`src/rtl/uart_pkg.sv`:
```
// Shared types and helpers for the UART transmit-side queue.
package uart_pkg;

   localparam int DATA_W_DFLT = 8;

   typedef enum logic [1:0] {
      IDLE = 2'd0,
      LOAD = 2'd1,
      WAIT = 2'd2,
      GAP  = 2'd3
   } tx_queue_state_t;

   // Width needed to hold the values 0..depth inclusive.
   function automatic int count_w(input int depth);
      return $clog2(depth) + 1;
   endfunction

endpackage

```
`src/rtl/uart_sync_fifo.sv`:
```
// Synchronous FIFO with separate occupancy counter; rejects pushes while full.
module uart_sync_fifo
   import uart_pkg::*;
#(
   parameter int DEPTH  = 16,
   parameter int DATA_W = DATA_W_DFLT
) (
   input  logic                      clk,
   input  logic                      rst_n,
   input  logic                      push,
   input  logic                      pop,
   input  logic [DATA_W-1:0]         wr_data,
   output logic [DATA_W-1:0]         rd_data,
   output logic [count_w(DEPTH)-1:0] count,
   output logic                      full,
   output logic                      empty
);

   localparam int AW = $clog2(DEPTH);
   localparam int CW = count_w(DEPTH);

   logic [DATA_W-1:0] mem [DEPTH];
   logic [AW-1:0]     wr_ptr;
   logic [AW-1:0]     rd_ptr;
   logic              do_push;
   logic              do_pop;

   assign full    = (count == CW'(DEPTH));
   assign empty   = (count == '0);
   assign do_push = push && !full;
   assign do_pop  = pop && !empty;
   assign rd_data = mem[rd_ptr];

   always_ff @(posedge clk) begin
      if (do_push) begin
         mem[wr_ptr] <= wr_data;
      end
   end

   // Pointers wrap naturally because DEPTH is a power of two.
   always_ff @(posedge clk or negedge rst_n) begin
      if (!rst_n) begin
         wr_ptr <= '0;
         rd_ptr <= '0;
         count  <= '0;
      end else begin
         if (do_push) wr_ptr <= wr_ptr + 1'b1;
         if (do_pop)  rd_ptr <= rd_ptr + 1'b1;
         case ({do_push, do_pop})
            2'b10:   count <= count + 1'b1;
            2'b01:   count <= count - 1'b1;
            default: count <= count;
         endcase
      end
   end

endmodule

```
`src/rtl/uart_tx_queue.sv`:
```
// Byte queue feeding the UART transmitter: one EN strobe per byte, next byte after tx_done.
// Optional inter-frame idle gap enabled by defining UART_TX_QUEUE_GAP_EN.
//
// state | meaning
// IDLE  | nothing in flight; pops the head byte into DataIN when the queue is non-empty
// LOAD  | EN high for this single cycle
// WAIT  | transmitter busy with DataIN; waits for tx_done
// GAP   | counts GAP_TICKS baud ticks before allowing the next frame
module uart_tx_queue
   import uart_pkg::*;
#(
   parameter int DEPTH     = 16,
   parameter int DATA_W    = DATA_W_DFLT,
   parameter int GAP_TICKS = 2
) (
   input  logic                      CLK,
   input  logic                      Reset,
   input  logic                      wr_en,
   input  logic [DATA_W-1:0]         wr_data,
   input  logic                      ovf_clr,
   input  logic                      tx_done,
   input  logic                      BaudTick,
   output logic                      full,
   output logic                      empty,
   output logic [count_w(DEPTH)-1:0] count,
   output logic                      overflow,
   output logic                      busy,
   output logic                      EN,
   output logic [DATA_W-1:0]         DataIN
);

   tx_queue_state_t   state;
   tx_queue_state_t   state_nxt;
   logic              pop;
   logic [DATA_W-1:0] head;

   uart_sync_fifo #(
      .DEPTH  (DEPTH),
      .DATA_W (DATA_W)
   ) u_fifo (
      .clk     (CLK),
      .rst_n   (Reset),
      .push    (wr_en),
      .pop     (pop),
      .wr_data (wr_data),
      .rd_data (head),
      .count   (count),
      .full    (full),
      .empty   (empty)
   );

`ifdef UART_TX_QUEUE_GAP_EN
   localparam int GW = count_w(GAP_TICKS);
   logic [GW-1:0] gap_cnt;
   logic          gap_tc;

   // Terminal count: the tick that brings the down-counter from 1 to 0 ends the gap.
   assign gap_tc = BaudTick && (gap_cnt <= GW'(1));

   always_ff @(posedge CLK or negedge Reset) begin
      if (!Reset) begin
         gap_cnt <= '0;
      end else if (state == WAIT && tx_done) begin
         gap_cnt <= GW'(GAP_TICKS);
      end else if (state == GAP && BaudTick && gap_cnt != '0) begin
         gap_cnt <= gap_cnt - 1'b1;
      end
   end
`else
   localparam int unused_gap_ticks = GAP_TICKS;
   logic unused_baud;
   assign unused_baud = BaudTick;
`endif

   always_comb begin
      state_nxt = state;
      pop       = 1'b0;
      case (state)
         IDLE: begin
            if (!empty) begin
               state_nxt = LOAD;
               pop       = 1'b1;
            end
         end
         LOAD: state_nxt = WAIT;
         WAIT: begin
            if (tx_done) begin
`ifdef UART_TX_QUEUE_GAP_EN
               state_nxt = (GAP_TICKS == 0) ? IDLE : GAP;
`else
               state_nxt = IDLE;
`endif
            end
         end
`ifdef UART_TX_QUEUE_GAP_EN
         GAP: begin
            if (gap_tc) state_nxt = IDLE;
         end
`endif
         default: state_nxt = IDLE;
      endcase
   end

   always_ff @(posedge CLK or negedge Reset) begin
      if (!Reset) begin
         state  <= IDLE;
         DataIN <= '0;
      end else begin
         state <= state_nxt;
         if (pop) DataIN <= head;
      end
   end

   // A rejected push sets the flag even when a clear arrives in the same cycle.
   always_ff @(posedge CLK or negedge Reset) begin
      if (!Reset) begin
         overflow <= 1'b0;
      end else if (wr_en && full) begin
         overflow <= 1'b1;
      end else if (ovf_clr) begin
         overflow <= 1'b0;
      end
   end

   assign EN   = (state == LOAD);
   assign busy = (state != IDLE);

endmodule

```
`config.mk`:
```
export PLATFORM = sky130hd
export DESIGN_NAME = uart_tx_queue
export DESIGN_NICKNAME = d
export VERILOG_FILES = /design/src/rtl/uart_pkg.sv /design/src/rtl/uart_sync_fifo.sv /design/src/rtl/uart_tx_queue.sv
export SDC_FILE = /design/constraint.sdc
export NUM_CORES = 1
export LEC_CHECK = 0
export ABC_CLOCK_PERIOD_IN_PS = 3100
export BUFFER_PORTS_ARGS = -buffer_cell sky130_fd_sc_hd__buf_2
export CAP_MARGIN = 25
export CORE_ASPECT_RATIO = 0.6
export CORE_MARGIN = 4
export CORE_UTILIZATION = 55
export DETAILED_ROUTE_END_ITERATION = 12
export HOLD_SLACK_MARGIN = 0.02
export MAX_ROUTING_LAYER = met4
export PLACE_DENSITY = 0.75
export SETUP_SLACK_MARGIN = 0.02
export SLEW_MARGIN = 15
export SYNTH_ARGS = -nofsm -noshare
export SYNTH_HDL_FRONTEND = slang
export SYNTH_SLANG_ARGS = --single-unit
```
`constraint.sdc`:
```
create_clock -name CLK -period 3.1 [get_ports CLK]
set_input_delay 0.465 -clock CLK [delete_from_list [all_inputs] [get_ports CLK]]
set_output_delay 0.465 -clock CLK [all_outputs]
set_load 0.05 [all_outputs]
```
==> run summary <==
Run status
* outcome: finished, final reports clean

Logic synthesis
* Synth Net Count: 345
* FF+latch count, synth: 152
* distinct cell type count of the synthesized netlist: 34
* largest cells by area after synthesis: sky130_fd_sc_hd__edfxtp_1, sky130_fd_sc_hd__mux4_2, sky130_fd_sc_hd__dfrtp_1
* number of enable flip-flop cells after synthesis: 128
* fraction of post-synthesis cell area in the top cell type by area: 62.8%
* fraction of the yosys area taken by sequential cells: 72.6%
* most instantiated cells after synthesis: sky130_fd_sc_hd__edfxtp_1, sky130_fd_sc_hd__mux4_2, sky130_fd_sc_hd__nor2_1, sky130_fd_sc_hd__dfrtp_1, sky130_fd_sc_hd__mux2i_1
* number of warning messages in the yosys log: 0
* most common cell in the netlist: sky130_fd_sc_hd__edfxtp_1
* library cell with the largest summed area after synthesis: sky130_fd_sc_hd__edfxtp_1
* average cell area after synthesis: 19.0 um2
* Post-Synthesis Cell Area: 0.00612 mm2
* post-synthesis async set-or-reset flop share: 15.8%
* synthesized netlist cell count: 323
* most common flop cell mapped by yosys: sky130_fd_sc_hd__edfxtp_1

STA
* Fmax achieved: 352 MHz
* number of setup violations in the final report: 0
* time the worst path needs with I/O delays and setup: 2840 ps
* setup TNS after final layout: 0 ps
* Fin. Hold Viols: 0
* unrepaired setup endpoints after global routing: false
* fraction of the cycle the final worst path needs: 91.7%
* final worst hold slack: 44.0 ps
* normalized max-slew margin: 42.9%
* slew at the pin closest to its max-slew limit: 850 ps
* Layout Skew: 6.88 ps
* max-slew violation total from the final report: 0

Floorplanning
* y dimension of the die: 89.7 um
* number of core rows: 29
* I/O pin count: 32
* initial core utilization: 57.2%
* die outline width: 144 um
* area enclosed by the die boundary: 0.0129 mm2
* area of the core region: 0.0107 mm2

Worst setup path
* critical path endpoint category: register
* data required time at the worst endpoint: 3440 ps
* arrival time reported for the critical path endpoint: 3180 ps
* startpoint class of the critical path: register
* Worst Path Max Fanout: 9
* Crit Path Category: reg2reg
* worst-case reg-to-reg path depth: 11

Layout
* Nets: 395
* area added between synthesis and finish: 15.6%
* share of cells above drive strength 1: 33.7%
* ANT cells: 0

Pwr
* leakage power summed over all cells: 2.49 nW
* Pwr per Cell Area: 1020 mW/mm2
* worst vdd rail ir drop: 0.466 mV

CTS
* post-CTS setup buffer count: 0
* CTS tree: built
* H-tree levels: 4
* CTS Hold Buffers Added: 0
* insertion delay to the later sink of the worst-skew pair: 420 ps
* Sink Count: 152
* clock slew at the register clock pins of the worst setup and hold paths: 60 ps
* CTS Buf Count: 17
* Resized Gates After CTS: 0
* Root Buffer: sky130_fd_sc_hd__clkbuf_16
* clock tree buffer depth: 2

GRT
* antenna violations before repair: 0
* pin count of the biggest net entering global routing: 35
* remaining global-route overflow: 0
* wire length of the first global-routing pass: 18500 um
* number of global-route vias before repair: 3134
* combined global-route utilization of all metal layers: 20.4%

Drt
* Final ANT Viol Nets: 0
* violation count after the first detailed-routing iteration: 380
* mean routed wirelength per cell: 22.8 um
* vias post-DR: 3197
* first drt pass iteration count: 5
* Final Routed Wirelength: 12000 um
* post-DR vias/cell: 6.09
* post-detailed-route DRC marker count: 0

Placed design
* post-detail-place hpwl: 7750 um
* routability congestion estimate: 0.868
* count of port buffers added during placement: 30

Min path
* classification of the worst-slack hold path: in2async

Run
* # Max-Cap Violations: 0

[worst max-delay path, cell delays in order (launching register included)]
cell                      delay (ps)
sky130_fd_sc_hd__dfrtp_1         480
sky130_fd_sc_hd__or3_4           440
sky130_fd_sc_hd__o31a_1          370
sky130_fd_sc_hd__inv_1           130
sky130_fd_sc_hd__ha_1            160
sky130_fd_sc_hd__buf_4           150
sky130_fd_sc_hd__xor2_1          170
sky130_fd_sc_hd__ha_1            240
sky130_fd_sc_hd__o31ai_1          80
sky130_fd_sc_hd__and3_1          170
sky130_fd_sc_hd__a31oi_1         200
sky130_fd_sc_hd__xnor2_1         150
[metal layers]
metal	track usage, %	wire length [um]	up-vias
met2	26.4	5210	140
li1	-	-	1385
met4	6.21	124	0
met5	-	0	-
met3	5.36	906	12
met1	31.8	5720	1660
[flip-flops by register name, indices dropped and copies added, names as in the netlist]
name,count
u_fifo.mem,128
u_fifo.wr_ptr,4
state,2
u_fifo.rd_ptr,4
DataIN,8
u_fifo.count,5
overflow,1
[cells by family (layout without fill, tap and decap cells)]
family | Yosys count | in the layout | synth area share, %
flops | 152 | 152 | 72.6
simple gates | 53 | 53 | 4.13
mux | 43 | 43 | 13.6
compound gates | 29 | 29 | 4.25
buf+inv | 26 | 89 | 2.08
xor+xnor | 12 | 12 | 1.72
fa+ha+maj | 8 | 8 | 1.63
[where the power goes]
part / total, W / internal [W] / switching (W)
Sequential: 0.00281 / 0.00255 / 0.000257
Combinational: 0.00250 / 0.00102 / 0.00148
Clock: 0.00193 / 0.00105 / 0.000875
[worst paths after layout]
path                                 start          endpoint  slack, ps
max                        u_fifo.count[2]   u_fifo.count[4]        260
min                                  Reset   u_fifo.count[2]         40
max reg2reg                u_fifo.count[2]   u_fifo.count[4]        260
min reg2reg                       state[1]          state[1]        520
max in group asynchronous            Reset  u_fifo.rd_ptr[2]       2640
min in group CLK                   ovf_clr          overflow        220
[layout make-up]
class | instances | area (um2)
Tap cell | 139 | 174
Multi-Input combinational cell | 145 | 1550
Clock buffer | 17 | 425
Timing Repair Buffer | 51 | 320
Inverter | 6 | 22.5
Clock inverter | 15 | 138
Fill cell | 713 | 3630
Sequential cell | 152 | 4450
[cell usage in the layout (no fill, tap or decap), types with 3 or more instances in the layout]
| master | Yosys | routed |
|---|---|---|
| sky130_fd_sc_hd__a221oi_2 | 8 | 8 |
| sky130_fd_sc_hd__nor3_1 | 6 | 6 |
| sky130_fd_sc_hd__o31a_1 | 3 | 3 |
| sky130_fd_sc_hd__nor2_1 | 25 | 25 |
| sky130_fd_sc_hd__xnor2_1 | 8 | 8 |
| sky130_fd_sc_hd__inv_6 | 0 | 5 |
| sky130_fd_sc_hd__buf_4 | 2 | 20 |
| sky130_fd_sc_hd__edfxtp_1 | 128 | 128 |
| sky130_fd_sc_hd__ha_1 | 8 | 8 |
| sky130_fd_sc_hd__clkinvlp_4 | 0 | 5 |
| sky130_fd_sc_hd__clkbuf_16 | 0 | 17 |
| sky130_fd_sc_hd__xor2_1 | 4 | 4 |
| sky130_fd_sc_hd__mux2i_1 | 9 | 9 |
| sky130_fd_sc_hd__o21ai_0 | 3 | 3 |
| sky130_fd_sc_hd__buf_2 | 6 | 30 |
| sky130_fd_sc_hd__nand2_1 | 8 | 8 |
| sky130_fd_sc_hd__inv_1 | 6 | 6 |
| sky130_fd_sc_hd__o22ai_1 | 8 | 8 |
| sky130_fd_sc_hd__dfrtp_1 | 24 | 23 |
| sky130_fd_sc_hd__mux4_2 | 32 | 32 |
| sky130_fd_sc_hd__nand2b_1 | 6 | 6 |
[per-stage QoR]
stage	cells	worst slack, ps	area, um2	power, W	utilization [%]
detailed placement	493	302	6510	0.00536	60.9
floorplan	323	27.8	6120	0.00472	-
finish	525	258	7080	0.00724	66.1
global placement	493	450	6510	0.00527	60.9
global route	525	81.5	7080	0.00763	66.1
CTS	525	263	7080	0.00730	66.1
(Power assumes the default switching activity.)
